**config.mk**
```make
export PLATFORM = sky130hd
export DESIGN_NAME = fifo_ctrl
export DESIGN_NICKNAME = d
export VERILOG_FILES = /design/src/rtl/fifo_pkg.sv /design/src/rtl/memoria_dp.sv /design/src/rtl/fifo_ctrl.sv
export SDC_FILE = /design/constraint.sdc
export NUM_CORES = 1
export LEC_CHECK = 0
export BUFFER_PORTS_ARGS = -buffer_cell sky130_fd_sc_hd__buf_2
export CAP_MARGIN = 20
export CORE_MARGIN = 2
export CORE_UTILIZATION = 45
export DETAILED_ROUTE_END_ITERATION = 16
export GPL_TIMING_DRIVEN = 0
export PLACE_DENSITY = 0.66
export SLEW_MARGIN = 20
export SYNTH_ARGS = -nofsm -noshare
export SYNTH_HDL_FRONTEND = slang
export SYNTH_SLANG_ARGS = --single-unit
export TNS_END_PERCENT = 30
```
**constraint.sdc**
```tcl
create_clock -name clk -period 3.1 [get_ports clk]
set_input_delay 0.155 -clock clk [delete_from_list [all_inputs] [get_ports clk]]
set_output_delay 0.155 -clock clk [all_outputs]
set_load 0.1 [all_outputs]
```
**src/rtl/fifo_pkg.sv**
```systemverilog
// Shared defaults for the FIFO controller and its storage.
package fifo_pkg;

  localparam int DATA_W_DEF    = 12;
  localparam int ADDR_W_DEF    = 3;
  localparam int AF_THRESH_DEF = 6;
  localparam int AE_THRESH_DEF = 2;

  function automatic bit thresh_legal(input int ae, input int af, input int depth);
    return (ae > 0) && (ae < af) && (af < depth);
  endfunction

endpackage

```
**src/rtl/memoria_dp.sv**
```systemverilog
// Simple dual-port storage: synchronous write, registered read.
// The array itself is never reset; only the read register is.
module memoria_dp #(
  parameter int DATA_W = 12,
  parameter int ADDR_W = 3
) (
  input  logic              clk,
  input  logic              reset_L,
  input  logic              wr_e,
  input  logic [ADDR_W-1:0] wr_ptr,
  input  logic [DATA_W-1:0] data_w,
  input  logic              rd_e,
  input  logic [ADDR_W-1:0] rd_ptr,
  output logic [DATA_W-1:0] data_r
);

  localparam int DEPTH = 1 << ADDR_W;

  logic [DATA_W-1:0] mem [DEPTH];

  always_ff @(posedge clk) begin
    if (wr_e) mem[wr_ptr] <= data_w;
  end

  // Same-address write and read on one edge returns the old word (full + push/pop).
  always_ff @(posedge clk or negedge reset_L) begin
    if (!reset_L)  data_r <= '0;
    else if (rd_e) data_r <= mem[rd_ptr];
  end

endmodule

```
**src/rtl/fifo_ctrl.sv**
```systemverilog
// Synchronous FIFO controller: pointers, occupancy, status flags and sticky errors.
// Storage lives in memoria_dp; data_out is its registered read port.
module fifo_ctrl
  import fifo_pkg::*;
#(
  parameter int DATA_W    = DATA_W_DEF,
  parameter int ADDR_W    = ADDR_W_DEF,
  parameter int AF_THRESH = AF_THRESH_DEF,
  parameter int AE_THRESH = AE_THRESH_DEF
) (
  input  logic              clk,
  input  logic              reset_L,
  input  logic              wr_e,
  input  logic [DATA_W-1:0] data_in,
  input  logic              rd_e,
  output logic [DATA_W-1:0] data_out,
  output logic              valid_out,
  output logic              full,
  output logic              empty,
  output logic              almost_full,
  output logic              almost_empty,
  output logic [ADDR_W:0]   count,
  output logic              overflow_err,
  output logic              underflow_err
);

  localparam int DEPTH = 1 << ADDR_W;
  localparam logic [ADDR_W:0] DEPTH_C = (ADDR_W+1)'(DEPTH);
  localparam logic [ADDR_W:0] AF_C    = (ADDR_W+1)'(AF_THRESH);
  localparam logic [ADDR_W:0] AE_C    = (ADDR_W+1)'(AE_THRESH);

  generate
    if (!thresh_legal(AE_THRESH, AF_THRESH, DEPTH)) begin : g_bad_thresh
      $error("fifo_ctrl: need 0 < AE_THRESH < AF_THRESH < DEPTH");
    end
  endgenerate

  logic [ADDR_W-1:0] wr_ptr;
  logic [ADDR_W-1:0] rd_ptr;
  logic              push_ok;
  logic              pop_ok;

  assign full         = (count == DEPTH_C);
  assign empty        = (count == '0);
  assign almost_full  = (count >= AF_C);
  assign almost_empty = (count <= AE_C);

  // A pop frees a slot in the same cycle, so a full FIFO still takes a push alongside it.
  assign pop_ok  = rd_e && !empty;
  assign push_ok = wr_e && (!full || rd_e);

  always_ff @(posedge clk or negedge reset_L) begin
    if (!reset_L) begin
      wr_ptr        <= '0;
      rd_ptr        <= '0;
      count         <= '0;
      valid_out     <= 1'b0;
      overflow_err  <= 1'b0;
      underflow_err <= 1'b0;
    end else begin
      valid_out <= pop_ok;
      if (push_ok) wr_ptr <= wr_ptr + 1'b1;
      if (pop_ok)  rd_ptr <= rd_ptr + 1'b1;
      case ({push_ok, pop_ok})
        2'b10:   count <= count + 1'b1;
        2'b01:   count <= count - 1'b1;
        default: count <= count;
      endcase
      if (wr_e && full && !rd_e) overflow_err  <= 1'b1;
      if (rd_e && empty)         underflow_err <= 1'b1;
    end
  end

  memoria_dp #(
    .DATA_W (DATA_W),
    .ADDR_W (ADDR_W)
  ) u_mem (
    .clk     (clk),
    .reset_L (reset_L),
    .wr_e    (push_ok),
    .wr_ptr  (wr_ptr),
    .data_w  (data_in),
    .rd_e    (pop_ok),
    .rd_ptr  (rd_ptr),
    .data_r  (data_out)
  );

endmodule

```
After elaboration in Yosys (flattened, before gate mapping) --
Memories as Yosys holds them, arrays and structs flattened. A register that Yosys moved wholly into a read port is not among the register bits. Cells that the tools add are included.
Cells by class: add/subtract/negate cells 4, $lt $le $gt $ge 2, equal/unequal tests 3, muxes and demuxes 3, reductions and logical operators 12
Operators by type and width (number):
- case mux 4 bit (2 select lines) | 1
- adder 3 x 1 -> 3 bit, second input constant | 2
- logical AND 1 bit | 5
- adder 4 x 1 -> 4 bit, second input constant | 1
- == test 4 bit, second input constant | 1
- >= comparator 4 x 3 -> 1 bit, second input constant | 1
- <= comparator 4 x 2 -> 1 bit, second input constant | 1
- zero test 1 bit | 4
- zero test 4 bit | 1
- subtractor 4 x 1 -> 4 bit, second input constant | 1
- == test 2 x 1 -> 1 bit, second input constant | 1
- == test 2 bit, second input constant | 1
- two-way mux 1 bit | 2
- nonzero test 2 bit | 1
- logical OR 1 bit | 1
Storage, ports and cells: register bits 13, memory bits (writable) 96, memories 1
Memory list:
- u_mem.mem | depth 8, width 12, read ports 1, clocked after memory_dff 1, wr ports 1, RTL line memoria_dp.sv:19 | logic [DATA_W-1:0] mem [DEPTH];

Longest topological paths before layout --
Gate-level depths: netlist (run 1).
depth after elaboration 6, mapped depth 12

Hierarchy --
From an unflattened synthesis (run 1), not the netlist that was laid out.
Unflattened totals: cell total of the unflattened synthesis 307, area, all modules 5008.6 µm²
Modules (own cells, without submodules):
- memoria_dp | times used 1, cells an instance 246, area an instance 4281.6 µm², sequential area each 3183.1 µm²
- fifo_ctrl | times used 1, cells an instance 61, area an instance 726.9 µm², sequential area each 325.3 µm²

Least setup slack after synthesis (run 1) --
Ideal clock, no wire load.
kind register to register, start point register count[2], end point register count[2], library setup time 0.125 ns, arrival time 3.650 ns, setup slack -0.676 ns, cell stages (with the launch flop) 13, path buffers 2, clock period less this slack 3.776 ns, cells stage by stage dfrtp_1 > buf_6 > nor4_4 > nand2b_1 > buf_6 > inv_2 > ha_1 > xor2_1 > ha_1 > a21oi_1 > xor2_1 > nor2_1 > xor2_1
Between the ends: elaborated cells on any way between the ends 13, classes of those cells 2 x add/sub; 3 x eq/ne; 1 x mux; 7 x reduce/logical
RTL lines:
- from (decl) | RTL line fifo_ctrl.sv:22 | output logic [ADDR_W:0] count,
- from (signal assigned) | RTL line fifo_ctrl.sv:65 | 2'b10: count <= count + 1'b1;
- from (signal assigned) | RTL line fifo_ctrl.sv:66 | 2'b01: count <= count - 1'b1;
- from (signal assigned) | RTL line fifo_ctrl.sv:67 | default: count <= count;
- zero test 4 bit (*) | RTL line fifo_ctrl.sv:44 | assign empty = (count == '0);
- named net empty | RTL line fifo_ctrl.sv:19 | output logic empty,
- zero test 1 bit (*) | RTL line fifo_ctrl.sv:49 | assign pop_ok = rd_e && !empty;
- logical AND 1 bit (*) | RTL line fifo_ctrl.sv:49
- named net pop_ok | RTL line fifo_ctrl.sv:41 | logic pop_ok;
- == test 2 x 1 -> 1 bit or == test 2 bit (tied branches) | RTL line fifo_ctrl.sv:64 | case ({push_ok, pop_ok})
- case mux 4 bit (2 select lines) or nonzero test 2 bit (tied branches)
The timed path passes the listed nets; every way through them passes the cells marked *. A chain may end at the register's enable or synchronous reset.

Worst setup path in the final report (run 1) --
start point register count[1], end point register count[2]
Between the ends: word-level cells in the longest chain between the ends 6, elaborated cells on any way between the ends 13, classes of those cells 2 x add/sub; 3 x eq/ne; 1 x mux; 7 x reduce/logical
Ends and longest elaborated chain:
- == test 4 bit | RTL line fifo_ctrl.sv:43 | assign full = (count == DEPTH_C);
- zero test 1 bit | RTL line fifo_ctrl.sv:50 | assign push_ok = wr_e && (!full || rd_e);
- logical OR 1 bit | RTL line fifo_ctrl.sv:50
- logical AND 1 bit | RTL line fifo_ctrl.sv:50
- == test 2 x 1 -> 1 bit or == test 2 bit (tied branches) | RTL line fifo_ctrl.sv:64
- case mux 4 bit (2 select lines) or nonzero test 2 bit (tied branches)
Several ways; a longest one is shown, not always the timed one.

==> results_dict.tcl, run 1 <==
set metrics [dict create \
    vias 2690 \
    relSlewSlack 0.444 \
    num_io_pins 39 \
    average_instance_area_after_synthesis_sq_um 16.9 \
    clk_path_buf_depth 2 \
    setup_total_negative_slack_ps 0 \
    total_leakage_power_nw 2.26 \
    footprint_of_the_multi_input_gates_sq_mm 0.00133 \
    dr.first_iter.drc_count 214 \
    ys_top_cells_by_count "96 x sky130_fd_sc_hd__edfxtp_1, 25 x sky130_fd_sc_hd__dfrtp_1, 25 x sky130_fd_sc_hd__mux2_2, 25 x sky130_fd_sc_hd__nand2_1, 24 x sky130_fd_sc_hd__mux2i_1" \
    synth_area_leader_cell "sky130_fd_sc_hd__edfxtp_1" \
    numClockSinks 121 \
    worst_setup_path_end_kind "register" \
    synthDistinctLibCells 35 \
    max_stage_delay_ps 470 \
    postSynth.asyncResetShare 0.207 \
    crit_path_cell_trace "buf_6, nor4b_4, a21boi_2, inv_1, ha_4, xor2_1, ha_2, a21oi_2, xor2_1, nor2_1, xor2_1" \
    power.ir.vdd_worst_mv 0.810 \
    synth_top_cell_area_share 0.584 \
    worst-endpoint-required_ps 3530 \
    critical_path_class "register to register" \
    ctsHtreeMaxLevel 4 \
    drc_errors 0 \
    synth_area_leaders "sky130_fd_sc_hd__edfxtp_1 58%, sky130_fd_sc_hd__dfrtp_1 13%, sky130_fd_sc_hd__mux2_2 5.7%" \
    hold_path_class "input port to async pin" \
    drt_wl_total_um 9570 \
    final.setup_skew_ps 6.39 \
    timing_worst_slew_pin_value_ps 832 \
    cts_inserted_buffers 17 \
    cts_tree "yes" \
    io_buffer_count 38 \
    synth.ff_latch_count 121 \
    final_max_slew_viol_count 0 \
    finalNetCount 387 \
    area_growth_syn_to_layout_pct 23.8 \
    total_power_mw 6.98 \
    finalWeightedCongestion 0.795 \
    die_x_extent_um 109 \
    synth-warning-count 0 \
    edff_count_synth 96 \
    clock-root-buffer "sky130_fd_sc_hd__clkbuf_8" \
    report.final.hold_viol_count 0 \
    drive_above_1_share 0.377 \
    cp_slowest_cell "sky130_fd_sc_hd__dfrtp_4" \
    grt_pass1_wl_um 15000 \
    wire_per_inst_um 18.4 \
    final_setup_violation_count 0 \
    cap_violations 0 \
    antenna_cells_inserted 0 \
    rsz0062_at_grt "false" \
    seq_area_frac_synth 0.710 \
    layout.area.seq_sq_mm 0.00352 \
    route.antenna.remaining_nets 0 \
    die_height_um 109 \
    global_route.usage.total 0.180 \
    synthCells 292 \
    fill_cells 851 \
    firstDrtPassIters 4 \
    clock_latency_ps 520 \
    final_clock_period_utilization_by_the_worst_path 0.780 \
    dp_hpwl_um 5930 \
    grt_start_max_net_pins 26 \
    grt_antenna_before_repair 0 \
    synthesis.nets 313 \
    cp_data_arrival_time_ps 2850 \
    clk_transition_reported_paths_ps 60 \
    via_per_inst 5.18 \
    worst-path-max-fanout 10 \
    start_util 0.458 \
    cellPowerDensity_mw_per_mm2 1140 \
    post-route-min-period_ps 2420 \
    synthFlopType "sky130_fd_sc_hd__edfxtp_1" \
    fmax_mhz 414 \
    grt-ovfl-total 0 \
    die-area_sq_mm 0.0118 \
    status "finished, final reports clean" \
    vias_in_the_first_global_route 2762 \
    yosys.cell_count.top_type "sky130_fd_sc_hd__edfxtp_1" \
    post_synth_instance_area_sq_mm 0.00494 \
    postcts_setup_bufs 0 \
    core-area_sq_mm 0.0108 \
    start_kind "register" \
    crit_top_cell "sky130_fd_sc_hd__xor2_1" \
    cts_resized 0 \
    floorplan.rows 38 \
]
## power by group
group / switching, mW / internal, mW
clock: 0.702 / 1.06
combinational: 2.06 / 0.886
sequential: 0.177 / 2.10
total: 2.94 / 4.04
## final timing paths
path | depth (start not counted) | end | start | slack (ps)
max | 11 | count[2] | count[1] | 680
min | 2 | u_mem.data_r[8] | reset_L | 160
max reg2reg | 11 | count[2] | count[1] | 680
min reg2reg | 1 | underflow_err | underflow_err | 460
max in group asynchronous | 2 | count[1] | reset_L | 2520
min in group clk | 3 | overflow_err | wr_e | 440
## critical path: cells and delay by family, from the launching register on
| kind | cells | cell delay, ps |
|---|---|---|
| flops | 1 | 470 |
| xor+xnor | 3 | 470 |
| simple gates | 2 | 450 |
| fa+ha+maj | 2 | 400 |
| buf+inv | 2 | 370 |
| compound gates | 2 | 180 |
## cell families after synthesis
logic type / count (synthesis) / share of synthesized area
AO/OA/AOI/OAI: 45 / 0.0742
XOR/XNOR: 8 / 0.0142
adder cells (fa/ha/maj): 5 / 0.0127
buffers and inverters: 18 / 0.0334
flip-flops: 121 / 0.710
multiplexers: 49 / 0.106
AND/OR/NAND/NOR: 46 / 0.0494
## registers in the layout (all words and copies together) (netlist names)
| name | cells |
|---|---|
| underflow_err | 1 |
| rd_ptr | 3 |
| u_mem.data_r | 12 |
| count | 4 |
| overflow_err | 1 |
| wr_ptr | 3 |
| valid_out | 1 |
| u_mem.mem | 96 |
## placed cells by master (no fill, tap or decap), types with 3 or more instances in the layout
cell,Yosys,final
sky130_fd_sc_hd__clkbuf_16,0,16
sky130_fd_sc_hd__buf_6,6,8
sky130_fd_sc_hd__xnor2_1,4,4
sky130_fd_sc_hd__edfxtp_1,96,96
sky130_fd_sc_hd__mux2_2,25,25
sky130_fd_sc_hd__o21ai_2,12,12
sky130_fd_sc_hd__dfrtp_2,0,3
sky130_fd_sc_hd__dfrtp_1,25,21
sky130_fd_sc_hd__clkinv_4,0,3
sky130_fd_sc_hd__nand2_1,25,25
sky130_fd_sc_hd__nor2_2,0,6
sky130_fd_sc_hd__a221o_1,12,12
sky130_fd_sc_hd__dlygate4sd3_1,0,15
sky130_fd_sc_hd__clkinv_2,0,3
sky130_fd_sc_hd__clkbuf_1,3,3
sky130_fd_sc_hd__clkinvlp_4,0,6
sky130_fd_sc_hd__buf_12,2,3
sky130_fd_sc_hd__o22ai_1,12,12
sky130_fd_sc_hd__buf_2,1,39
sky130_fd_sc_hd__xor2_1,4,4
sky130_fd_sc_hd__mux2i_1,24,24
sky130_fd_sc_hd__nand2b_1,5,4
## repair_timing
action,in CTS,in global routing
endpoints found under the hold margin,123,0
setup endpoints to repair,0,0
hold buffers,15,0
## through the flow
stage                     hold WS, ps  cells  cell area (sq um)  utilization  worst slack [ps]
final                             155    519               6110        0.567               684
after global routing              216    519               6110        0.567               521
after CTS                         159    519               6110        0.567               667
after detailed placement          178    472               5420        0.502               684
after global placement            168    470               5370        0.498             -86.7
after floorplan                  -141    292               5010            -              -384
## area by class of cell
class                   instances  share of cell area
repair buffers                 55              0.0593
multi-input cells             153               0.218
well taps                     140              0.0286
plain buffers                  15              0.0272
clock inverters                15              0.0211
clock buffers                  17              0.0677
inverters                       3             0.00307
flip-flops and latches        121               0.575
## layer usage
metal	track usage	vias up	share of wire
met1	0.229	1308	0.44
met5	0	-	0
li1	-	1272	-
met4	0.0641	0	0.021
met2	0.285	93	0.48
met3	0.0658	17	0.061
Power figures use the tool's default switching activity.
==> run 2, diff against run 1 <==
- clock period: 3.1 -> 2.35 ns (I/O delays scaled with it)
==> run 2 against run 1 <==
Against the previous run:
- clock skew hardly changed
- sequential cell count unchanged
- routed wire length is 1.7% lower
- worst setup slack worse by 550 ps
- first-iteration DRC count shrank 24%
- die area unchanged
- highest routed layer unchanged
==> results_dict.tcl, run 2 (synthesis gave the netlist of run 1 again) <==
set metrics [dict create \
    relSlewSlack 0.430 \
    crit_path_cell_trace "nor4_4, nand2b_4, buf_12, inv_8, ha_4, xor2_1, ha_2, a21oi_2, xor2_1, nor2_1, xor2_1" \
    cp_slowest_cell "sky130_fd_sc_hd__dfrtp_4" \
    grt.busiest_layer "met2" \
    vias_in_the_first_global_route 2628 \
    vias 2692 \
    finalWeightedCongestion 0.730 \
    final.setup_skew_ps 5.95 \
    final_setup_violation_count 0 \
    firstDrtPassIters 4 \
    cts_inserted_buffers 17 \
    timing_worst_slew_pin_value_ps 855 \
    global_route.usage.total 0.173 \
    ctsHtreeMaxLevel 4 \
    post_layout_nonfiller_instances 521 \
    start_util 0.458 \
    antenna_cells_inserted 0 \
    largest_register_ff_count 96 \
    post-route-min-period_ps 2220 \
    clock_latency_ps 510 \
    io_buffer_count 38 \
    wire_per_inst_um 18.0 \
    met2_track_utilization_from_global_routing 0.272 \
    max_stage_delay_ps 520 \
    layout_top_registers "u_mem.mem (96), u_mem.data_r (12), count (4)" \
    largest_register "u_mem.mem" \
    hold_path_class "input port to async pin" \
    die_height_um 109 \
    core-area_sq_mm 0.0108 \
    drive_above_1_share 0.386 \
    clk_path_buf_depth 2 \
    placed_cell_area_sq_mm 0.00542 \
    cts_tree "yes" \
    fmax_mhz 451 \
    die_x_extent_um 109 \
    cp_data_arrival_time_ps 2610 \
    start_kind "register" \
    dr.first_iter.drc_count 163 \
    grt_start_max_net_pins 26 \
    via_per_inst 5.17 \
    numClockSinks 121 \
    rsz0062_at_grt "false" \
    report.final.hold_viol_count 0 \
    cap_violations 0 \
    cp-startpoint "count[1]" \
    mostFrequentLayoutCell "sky130_fd_sc_hd__edfxtp_1" \
    drc_errors 0 \
    final_clock_period_utilization_by_the_worst_path 0.944 \
    clk_transition_reported_paths_ps 60 \
    num_io_pins 39 \
    drt_wl_total_um 9400 \
    critical_path_class "register to register" \
    post-place-cells 470 \
    area_growth_syn_to_layout_pct 24.9 \
    finalNetCount 389 \
    dp_hpwl_um 5600 \
    layout.cells.most_common_list "96 x sky130_fd_sc_hd__edfxtp_1, 39 x sky130_fd_sc_hd__buf_2, 25 x sky130_fd_sc_hd__mux2_2, 24 x sky130_fd_sc_hd__nand2_1, 24 x sky130_fd_sc_hd__mux2i_1" \
    final_cell_area_sq_mm 0.00617 \
    crit_top_cell "sky130_fd_sc_hd__xor2_1" \
    die-area_sq_mm 0.0118 \
    route.antenna.remaining_nets 0 \
    grt_pass1_wl_um 14400 \
    worst-endpoint-required_ps 2740 \
    use_met3 0.0538 \
    status "finished, final reports clean" \
    global_route_met1_utilization 0.229 \
    grt-ovfl-total 0 \
    rr_startpoint "count[1]" \
    clock-root-buffer "sky130_fd_sc_hd__clkbuf_8" \
    grt_antenna_before_repair 0 \
    floorplan.rows 38 \
    final_max_slew_viol_count 0 \
    setup_total_negative_slack_ps 0 \
    worst_setup_path_end_kind "register" \
    worst-path-max-fanout 6 \
]
## run 2: cell types whose count changed in the layout (fill, tap and decap cells not counted), moves of 2 or more
cell,delta
sky130_fd_sc_hd__buf_4,+5
sky130_fd_sc_hd__buf_6,-4
sky130_fd_sc_hd__clkinv_4,-2
sky130_fd_sc_hd__nor3_2,-2
sky130_fd_sc_hd__nor3_4,+2
## run 2: final timing paths
| check | slack [ps] | depth (start not counted) | end |
|---|---|---|---|
| max in group asynchronous | 1810 | 2 | count[1] |
| min | 130 | 2 | u_mem.data_r[6] |
| min reg2reg | 450 | 1 | underflow_err |
| max reg2reg | 130 | 11 | count[2] |
| min in group clk | 400 | 3 | overflow_err |
| max | 130 | 11 | count[2] |
## run 2: critical path: cells and delay by family, from the launching register on
family	cells	cell delay (ps)
AO/OA/AOI/OAI	1	110
XOR/XNOR	3	420
adder cells (fa/ha/maj)	2	330
buffers and inverters	2	130
flip-flops	1	520
AND/OR/NAND/NOR	3	570
## run 2: timing repair
item,in CTS,in global routing
endpoints found under the hold margin,124,0
pin swaps,3,4
gates resized for setup,3,0
buffers inserted,1,5
endpoints found under the setup margin,2,2
hold buffers,15,0
## run 2: final cells by class
class | count | area (sq um)
inverters | 3 | 21.3
clock inverters | 15 | 153
plain buffers | 13 | 144
fillers | 830 | 4620
repair buffers | 59 | 383
multi-input cells | 153 | 1360
well taps | 140 | 175
clock buffers | 17 | 414
flip-flops and latches | 121 | 3520
## run 2: stage by stage
stage	hold WS [ps]	setup WS, ps	utilization
floorplan	-178	-1130	-
global placement	134	-223	0.501
detailed placement	139	-68.5	0.502
CTS	152	17.4	0.570
global route	170	5.01	0.572
finish	133	132	0.572
## run 2: routing by layer
metal,up-vias,share of wire
li1,1284,-
met2,81,0.49
met5,-,0
met4,0,0.0047
met3,2,0.058
met1,1325,0.45
Power of run 2 is left out: the tool's default activity adds up to more than one toggle a clock period on the data nets, which glitch-free logic cannot reach.
